<file path="src/rtl/gardner_timing_ctrl.sv">
`default_nettype none
// +--------------------------------------------------------------------------+
// | gardner_timing_ctrl                                                      |
// | Gardner TED + PI loop filter + modulo-1 NCO closing the symbol-timing    |
// | loop around the interpolator; emits one on-time symbol per two strobes.  |
// | Revision: 1.0                                                            |
// +--------------------------------------------------------------------------+
module gardner_timing_ctrl #(
    parameter logic [15:0] W0         = 16'h8000,
    parameter logic [15:0] W_LIM      = 16'h0800,
    parameter int          KP_SHIFT   = 12,
    parameter int          KI_SHIFT   = 18,
    parameter int          INTERP_LAT = 3
) (
    input  logic               clk,
    input  logic               rst_n,
    input  logic               loop_en,
    input  logic signed [19:0] I_y,
    input  logic signed [19:0] Q_y,
    output logic        [15:0] uk,
    output logic               strobe,
    output logic signed [19:0] sym_I,
    output logic signed [19:0] sym_Q,
    output logic               sym_valid,
    output logic signed [25:0] ted_err
);

    localparam logic signed [31:0] c_lim   = $signed({16'd0, W_LIM});
    localparam logic signed [31:0] c_lim_n = -c_lim;

    logic        [15:0]         r_eta;
    logic        [15:0]         r_uk;
    logic                       r_strobe;
    logic        [INTERP_LAT-1:0] r_pipe;
    logic                       r_phase;
    logic signed [11:0]         r_mid_i, r_mid_q, r_prev_i, r_prev_q;
    logic signed [19:0]         r_sym_i, r_sym_q;
    logic                       r_sym_valid;
    logic signed [25:0]         r_ted_err;
    logic signed [16:0]         r_acc, r_v;

    logic        [16:0]         w_w;
    logic                       w_strobe;
    logic                       w_cap;
    logic signed [11:0]         w_cur_i, w_cur_q;
    logic signed [12:0]         w_d_i, w_d_q;
    logic signed [24:0]         w_p_i, w_p_q;
    logic signed [25:0]         w_e;
    logic signed [31:0]         w_e32, w_acc_sum, w_v_sum;
    logic signed [16:0]         w_acc_new, w_v_new;

    function automatic logic signed [16:0] f_clamp(input logic signed [31:0] x);
        if (x > c_lim)
            f_clamp = c_lim[16:0];
        else if (x < c_lim_n)
            f_clamp = c_lim_n[16:0];
        else
            f_clamp = x[16:0];
    endfunction

    // W = W0 + v is always positive, so 17-bit wraparound addition is exact.
    assign w_w      = {1'b0, W0} + r_v;
    assign w_strobe = ({1'b0, r_eta} < w_w);

    always_ff @(posedge clk or negedge rst_n) begin
        if (!rst_n) begin
            r_eta    <= 16'd0;
            r_uk     <= 16'd0;
            r_strobe <= 1'b0;
        end else begin
            r_eta    <= r_eta - w_w[15:0];
            r_strobe <= w_strobe;
            if (w_strobe)
                r_uk <= r_eta[15] ? 16'h7FFF : r_eta;
        end
    end

    generate
        if (INTERP_LAT == 1) begin : g_lat_one
            always_ff @(posedge clk or negedge rst_n) begin
                if (!rst_n) r_pipe <= '0;
                else        r_pipe <= r_strobe;
            end
        end else begin : g_lat_multi
            always_ff @(posedge clk or negedge rst_n) begin
                if (!rst_n) r_pipe <= '0;
                else        r_pipe <= {r_pipe[INTERP_LAT-2:0], r_strobe};
            end
        end
    endgenerate

    assign w_cap = r_pipe[INTERP_LAT-1];

    // Gardner error: mid * (cur - prev), summed over I and Q.
    assign w_cur_i   = I_y[19:8];
    assign w_cur_q   = Q_y[19:8];
    assign w_d_i     = {w_cur_i[11], w_cur_i} - {r_prev_i[11], r_prev_i};
    assign w_d_q     = {w_cur_q[11], w_cur_q} - {r_prev_q[11], r_prev_q};
    assign w_p_i     = $signed({{13{r_mid_i[11]}}, r_mid_i}) * $signed({{12{w_d_i[12]}}, w_d_i});
    assign w_p_q     = $signed({{13{r_mid_q[11]}}, r_mid_q}) * $signed({{12{w_d_q[12]}}, w_d_q});
    assign w_e       = {w_p_i[24], w_p_i} + {w_p_q[24], w_p_q};
    assign w_e32     = {{6{w_e[25]}}, w_e};
    assign w_acc_sum = $signed({{15{r_acc[16]}}, r_acc}) + (w_e32 >>> KI_SHIFT);
    assign w_acc_new = f_clamp(w_acc_sum);
    assign w_v_sum   = (w_e32 >>> KP_SHIFT) + $signed({{15{w_acc_new[16]}}, w_acc_new});
    assign w_v_new   = f_clamp(w_v_sum);

    always_ff @(posedge clk or negedge rst_n) begin
        if (!rst_n) begin
            r_phase     <= 1'b0;
            r_mid_i     <= '0;
            r_mid_q     <= '0;
            r_prev_i    <= '0;
            r_prev_q    <= '0;
            r_sym_i     <= '0;
            r_sym_q     <= '0;
            r_sym_valid <= 1'b0;
            r_ted_err   <= '0;
            r_acc       <= '0;
            r_v         <= '0;
        end else begin
            r_sym_valid <= w_cap & ~r_phase;
            if (w_cap) begin
                r_phase <= ~r_phase;
                if (!r_phase) begin
                    r_ted_err <= w_e;
                    r_prev_i  <= w_cur_i;
                    r_prev_q  <= w_cur_q;
                    r_sym_i   <= I_y;
                    r_sym_q   <= Q_y;
                    if (loop_en) begin
                        r_acc <= w_acc_new;
                        r_v   <= w_v_new;
                    end else begin
                        r_acc <= '0;
                        r_v   <= '0;
                    end
                end else begin
                    r_mid_i <= w_cur_i;
                    r_mid_q <= w_cur_q;
                end
            end
        end
    end

    assign uk        = r_uk;
    assign strobe    = r_strobe;
    assign sym_I     = r_sym_i;
    assign sym_Q     = r_sym_q;
    assign sym_valid = r_sym_valid;
    assign ted_err   = r_ted_err;

endmodule
`default_nettype wire

</file>
<file path="config.mk">
export PLATFORM = sky130hd
export DESIGN_NAME = gardner_timing_ctrl
export DESIGN_NICKNAME = d
export VERILOG_FILES = /design/src/rtl/gardner_timing_ctrl.sv
export SDC_FILE = /design/constraint.sdc
export NUM_CORES = 1
export LEC_CHECK = 0
export ABC_AREA = 1
export ABC_CLOCK_PERIOD_IN_PS = 13850
export BUFFER_PORTS_ARGS = -buffer_cell sky130_fd_sc_hd__buf_4
export CORE_ASPECT_RATIO = 1.5
export CORE_MARGIN = 2
export CORE_UTILIZATION = 55
export DETAILED_ROUTE_END_ITERATION = 12
export PLACE_DENSITY = 0.73
export SYNTH_ARGS = -nofsm -noshare
export SYNTH_HDL_FRONTEND = slang
export SYNTH_SLANG_ARGS = --single-unit
export TNS_END_PERCENT = 5
</file>
<file path="constraint.sdc">
create_clock -name clk -period 13.85 [get_ports clk]
set_clock_uncertainty 0.1 [all_clocks]
set_input_delay 0.6925 -clock clk [delete_from_list [all_inputs] [get_ports clk]]
set_output_delay 0.6925 -clock clk [all_outputs]
set_load 0.1 [all_outputs]
</file>
==> flow_metrics.tcl, run 1 <==
set metrics [dict create \
    cts_tree "yes" \
    drtIter0Drc 986 \
    slew_headroom 0.362 \
    r2r_setup_slack_ps 970 \
    holdBufCountCts 0 \
    hpwl_microns 52200 \
    port-buffer-count 125 \
    end_kind "flip-flop" \
    fin_setup_tns_ps 0 \
    wl_met2_microns 33800 \
    clk_pin_slew_ps 90 \
    place_area_sq_um 23700 \
    grt_first_pass_wirelength_microns 101000 \
    synth_cells 2805 \
    wl_microns 62400 \
    fmax_mhz 77.7 \
    ant_nets 0 \
    yosysWarnings 0 \
    finalInstanceArea_sq_um 24400 \
    syn-mean-instance-area_sq_um 7.91 \
    core_sq_um 40000 \
    met1Wirelength_microns 21800 \
    cp_max_fo 14 \
    yosysSeqAreaShare 0.182 \
    wire_per_inst_microns 18.1 \
    slowest_delay_ps 660 \
    synthArstFlopShare 1.00 \
    grt_use_total 0.313 \
    ys_seq_elements 161 \
    vias 18500 \
    highest_layer "met4" \
    die_w_microns 168 \
    cts_setup_buffers 0 \
    maxCapViolCount 0 \
    synth_fp_nets 3363 \
    setup_viol 0 \
    antenna_found_initial 0 \
    netlist_area_sq_um 22200 \
    fin_crit_ps 12880 \
    dieHeight_microns 250 \
    wl_met3_microns 2450 \
    syn2layout_area_growth_pct 10.0 \
    routabilityCongestion 0.978 \
    timing.final.crit_share 0.930 \
    n_antenna_cell 0 \
    grt_start_max_net_pins 89 \
    r2r_cells 61 \
    layout.nets 3482 \
    worstMarginPinSlew_ps 957 \
    hold_viol 0 \
    critPathSlowestCell "fa_1" \
    start_util 0.555 \
    rr_endpoint "r_v[10]" \
    setup.worst_path.start_class "flip-flop" \
    clockBufferDepth 2 \
    critPathKind "flip-flop to flip-flop" \
    num_rows 90 \
    drc 0 \
    ys_types 42 \
    utilization 0.610 \
    crit_required_ps 14150 \
    place_ws_ps 207 \
    synthFlopType "dfrtp_1" \
    globalRouteOverflowTotal 0 \
    first_pass_iters 8 \
    grt_pass1_vias 19900 \
    die_area_sq_um 42000 \
    drive_gt1_frac 0.0752 \
    r2r_start "r_prev_q[0]" \
    cts.sinks 161 \
    num-fill-cells 3546 \
    min-delay-path-class "primary input to asynchronous set/reset pin" \
    synth_edf_count 0 \
    cts-htree-levels 4 \
    top_level_ports 127 \
    cts-root-buf "clkbuf_16" \
    grt_setup_unrepaired "no" \
    cp.arrival_ps 13170 \
    worst_slack_ps 974 \
    status "finished, final reports clean" \
    clock_latency_ps 470 \
    vias_per_cell 5.37 \
    cts_inserted_buffers 17 \
    maxSlewViolCount 0 \
    path_common_cell "nand2_1" \
]
cell families after synthesis:
group	Yosys count	share of synthesized area
compound gates	265	0.0639
xor+xnor	64	0.0253
fa+ha+maj	515	0.409
buf+inv	698	0.119
flops	161	0.182
mux	1	0.000508
other cells	1	0.000169
simple gates	1100	0.200
synthesized netlist by cell type (all sizes together) (10+ instances only):
master	number	area [sq um]
nand2	671	2540
inv	640	2400
fa	350	7010
nor2	281	1060
ha	165	2060
dfrtp	161	4030
a21oi	122	611
o21ai	112	568
nand3	76	385
clkbuf	44	165
xor2	33	289
xnor2	31	272
nand4	25	156
or2	15	93.8
nand3b	10	75.1
nor3	10	50.1
placed cells by master, fill, tap and decap left out, drive strengths merged, types with 5 or more instances in the layout:
master,netlist,final
ha,165,165
and2,6,6
xor2,33,33
nand4,25,25
clkbuf,44,17
a21oi,122,122
nor2,281,281
nand3b,10,10
inv,640,646
dfrtp,161,161
fa,350,350
nand3,76,76
nor3,10,10
clkinv,5,14
o21ai,112,112
or2,15,15
o21bai,9,9
xnor2,31,31
nand2,671,671
a21o,5,5
buf,9,153
per-layer routing:
metal | track usage | up-vias
met1 | 0.331 | 9029
li1 | - | 8633
met5 | 0 | -
met2 | 0.589 | 576
met3 | 0.0355 | 254
met4 | 0.188 | 0
final cells by class:
| class | instances | area (sq um) | share of cell area |
|---|---|---|---|
| repair buffers | 153 | 1150 | 0.0472 |
| clock buffers | 17 | 425 | 0.0174 |
| inverters | 645 | 2420 | 0.0992 |
| flip-flops and latches | 161 | 4030 | 0.165 |
| multi-input cells | 1946 | 15500 | 0.637 |
| well taps | 506 | 633 | 0.0260 |
| clock inverters | 15 | 204 | 0.00836 |
per-stage QoR:
stage / hold WS (ps) / cells
finish: 42.0 / 3443
global placement: 236 / 3411
global route: 62.7 / 3443
CTS: 44.0 / 3443
floorplan: 231 / 2805
detailed placement: 253 / 3411
flip-flops by register name, indices dropped and copies added (netlist names):
signal	flops
r_acc	17
r_eta	16
r_mid_i	12
r_mid_q	12
r_phase	1
r_pipe	3
r_prev_i	12
r_prev_q	12
r_v	17
strobe	1
sym_I	8
sym_Q	8
sym_valid	1
ted_err	26
uk	15
critical path: cells and delay by family, from the launching register on:
kind                     cells  cell delay, ps
adder cells (fa/ha/maj)     13            5750
AO/OA/AOI/OAI                3             850
buffers and inverters       11            1490
AND/OR/NAND/NOR             34            4160
flip-flops                   1             410
worst max-delay path by stage:
stage	from	endpoint	slack, ps	cells after the start
floorplan	r_prev_q[0]	r_v[1]	2210	64
global placement	Q_y[8]	r_v[9]	250	63
detailed placement	Q_y[8]	r_v[3]	210	63
CTS	r_prev_q[0]	r_v[4]	510	61
global route	r_prev_i[0]	r_v[10]	50	61
finish	r_prev_q[0]	r_v[10]	970	61
timing repair:
action                                  4_1_cts  5_1_grt
resized for setup                             0        6
endpoints found under the setup margin        0       12
hold endpoints to repair                      0        0
Power of run 1 is left out: the tool's default activity adds up to more than one toggle a clock period on the data nets, which glitch-free logic cannot reach.
==> inputs of run 2 (changes only) <==
Settings changed: REMOVE_ABC_BUFFERS set to 1, SLEW_MARGIN set to 10.
==> run 2 against run 1 <==
Effect of this change:
- non-clock buffer count decreased by 12
- global-route usage is 1.0 points lower
- via count fell by 1.1%
- critical path type unchanged
==> flow_metrics.tcl, run 2 (same netlist as run 1, synthesis figures left out) <==
set metrics [dict create \
    cts_inserted_buffers 17 \
    setup.worst_path.start_class "flip-flop" \
    hpwl_microns 50100 \
    top_level_ports 127 \
    routabilityCongestion 0.978 \
    clock_latency_ps 470 \
    fmax_mhz 77.9 \
    die_area_sq_um 42000 \
    placed_cells_incl_taps 3399 \
    wl_microns 59900 \
    r2r_start "r_prev_i[3]" \
    grt_pass1_vias 19900 \
    port-buffer-count 125 \
    critPathKind "flip-flop to flip-flop" \
    clockBufferDepth 2 \
    drc 0 \
    grt_start_max_net_pins 88 \
    setup_viol 0 \
    cp_num_buf_inv 11 \
    cts-htree-levels 4 \
    maxSlewViolCount 0 \
    mostFrequentLayoutCells "nand2_1, inv_1, fa_1" \
    timing.final.crit_share 0.927 \
    grt_use_total 0.302 \
    cts.sinks 161 \
    drtIter0Drc 1012 \
    holdBufCountCts 0 \
    grt_first_pass_wirelength_microns 98900 \
    maxCapViolCount 0 \
    slew_headroom 0.384 \
    cts-root-buf "clkbuf_16" \
    cp.arrival_ps 13140 \
    ant_nets 0 \
    min-delay-path-class "primary input to asynchronous set/reset pin" \
    first_pass_iters 7 \
    critPathSlowestCell "fa_1" \
    wire_per_inst_microns 17.5 \
    num_rows 90 \
    crit_required_ps 14150 \
    place_area_sq_um 23700 \
    layout.nets 3470 \
    layout_commonest_cell "nand2_1" \
    path_common_cell "nand2_1" \
    hold_viol 0 \
    syn2layout_area_growth_pct 9.46 \
    place_ws_ps -4.56 \
    slowest_delay_ps 540 \
    worst_slack_ps 1010 \
    cp-startpoint "r_prev_i[3]" \
    antenna_found_initial 0 \
    dieHeight_microns 250 \
    cts_tree "yes" \
    clk_pin_slew_ps 80 \
    critPathTopFamily "adder cells" \
    status "finished, final reports clean" \
    n_antenna_cell 0 \
    vias 18300 \
    start_util 0.555 \
    grt_setup_unrepaired "no" \
    globalRouteOverflowTotal 0 \
    end_kind "flip-flop" \
    fin_crit_ps 12840 \
    cp_max_fo 14 \
    vias_per_cell 5.33 \
    largest_reg_flops 26 \
    core_sq_um 40000 \
    drive_gt1_frac 0.0725 \
    worstMarginPinSlew_ps 924 \
    instances_no_fill 3431 \
    finalInstanceArea_sq_um 24300 \
    die_w_microns 168 \
]
[run 2: changes by cell type in the layout (fill, tap and decap cells not counted), moves of 2 or more]
cell,previous run,this run
buf_4,152,140
clkinv_8,7,3
inv_8,2,5
inv_1,639,637
inv_12,2,0
[run 2: through the flow]
step | TNS, ps | util | hold slack (ps)
final | 0 | 0.607 | 71.3
after detailed placement | -4.56 | 0.592 | 235
after CTS | 0 | 0.606 | 85.1
after global placement | 0 | 0.592 | 233
after floorplan | 0 | - | 231
after global routing | 0 | 0.607 | 100
[run 2: final timing paths]
kind	endpoint	slack [ps]	depth (start not counted)
max in group asynchronous	r_acc[0]	11710	3
hold / removal	r_v[13]	70	1
setup / recovery	r_v[6]	1010	66
setup reg to reg	r_v[6]	1010	66
min in group clk	r_pipe[2]	250	0
hold reg to reg	r_pipe[2]	250	0
[run 2: cell type report]
type	instances	area, sq um
inverters	645	2420
multi-input cells	1946	15500
repair buffers	141	1060
well taps	506	633
clock inverters	15	163
flip-flops and latches	161	4030
clock buffers	17	425
fillers	3613	15700
[run 2: what timing repair did]
item,CTS,global route
endpoints found under the setup margin,0,17
buffers inserted,0,0
gates resized for setup,0,11
[run 2: routing by layer]
layer / track usage / share of wire / wire length [microns] / up-vias
met1: 0.321 / 0.35 / 20800 / 8909
met4: 0.194 / 0.072 / 4300 / 0
met5: 0 / 0 / 0 / -
li1: - / - / - / 8601
met2: 0.563 / 0.54 / 32500 / 563
met3: 0.0349 / 0.039 / 2360 / 209
Power of run 2 is left out for the same reason.
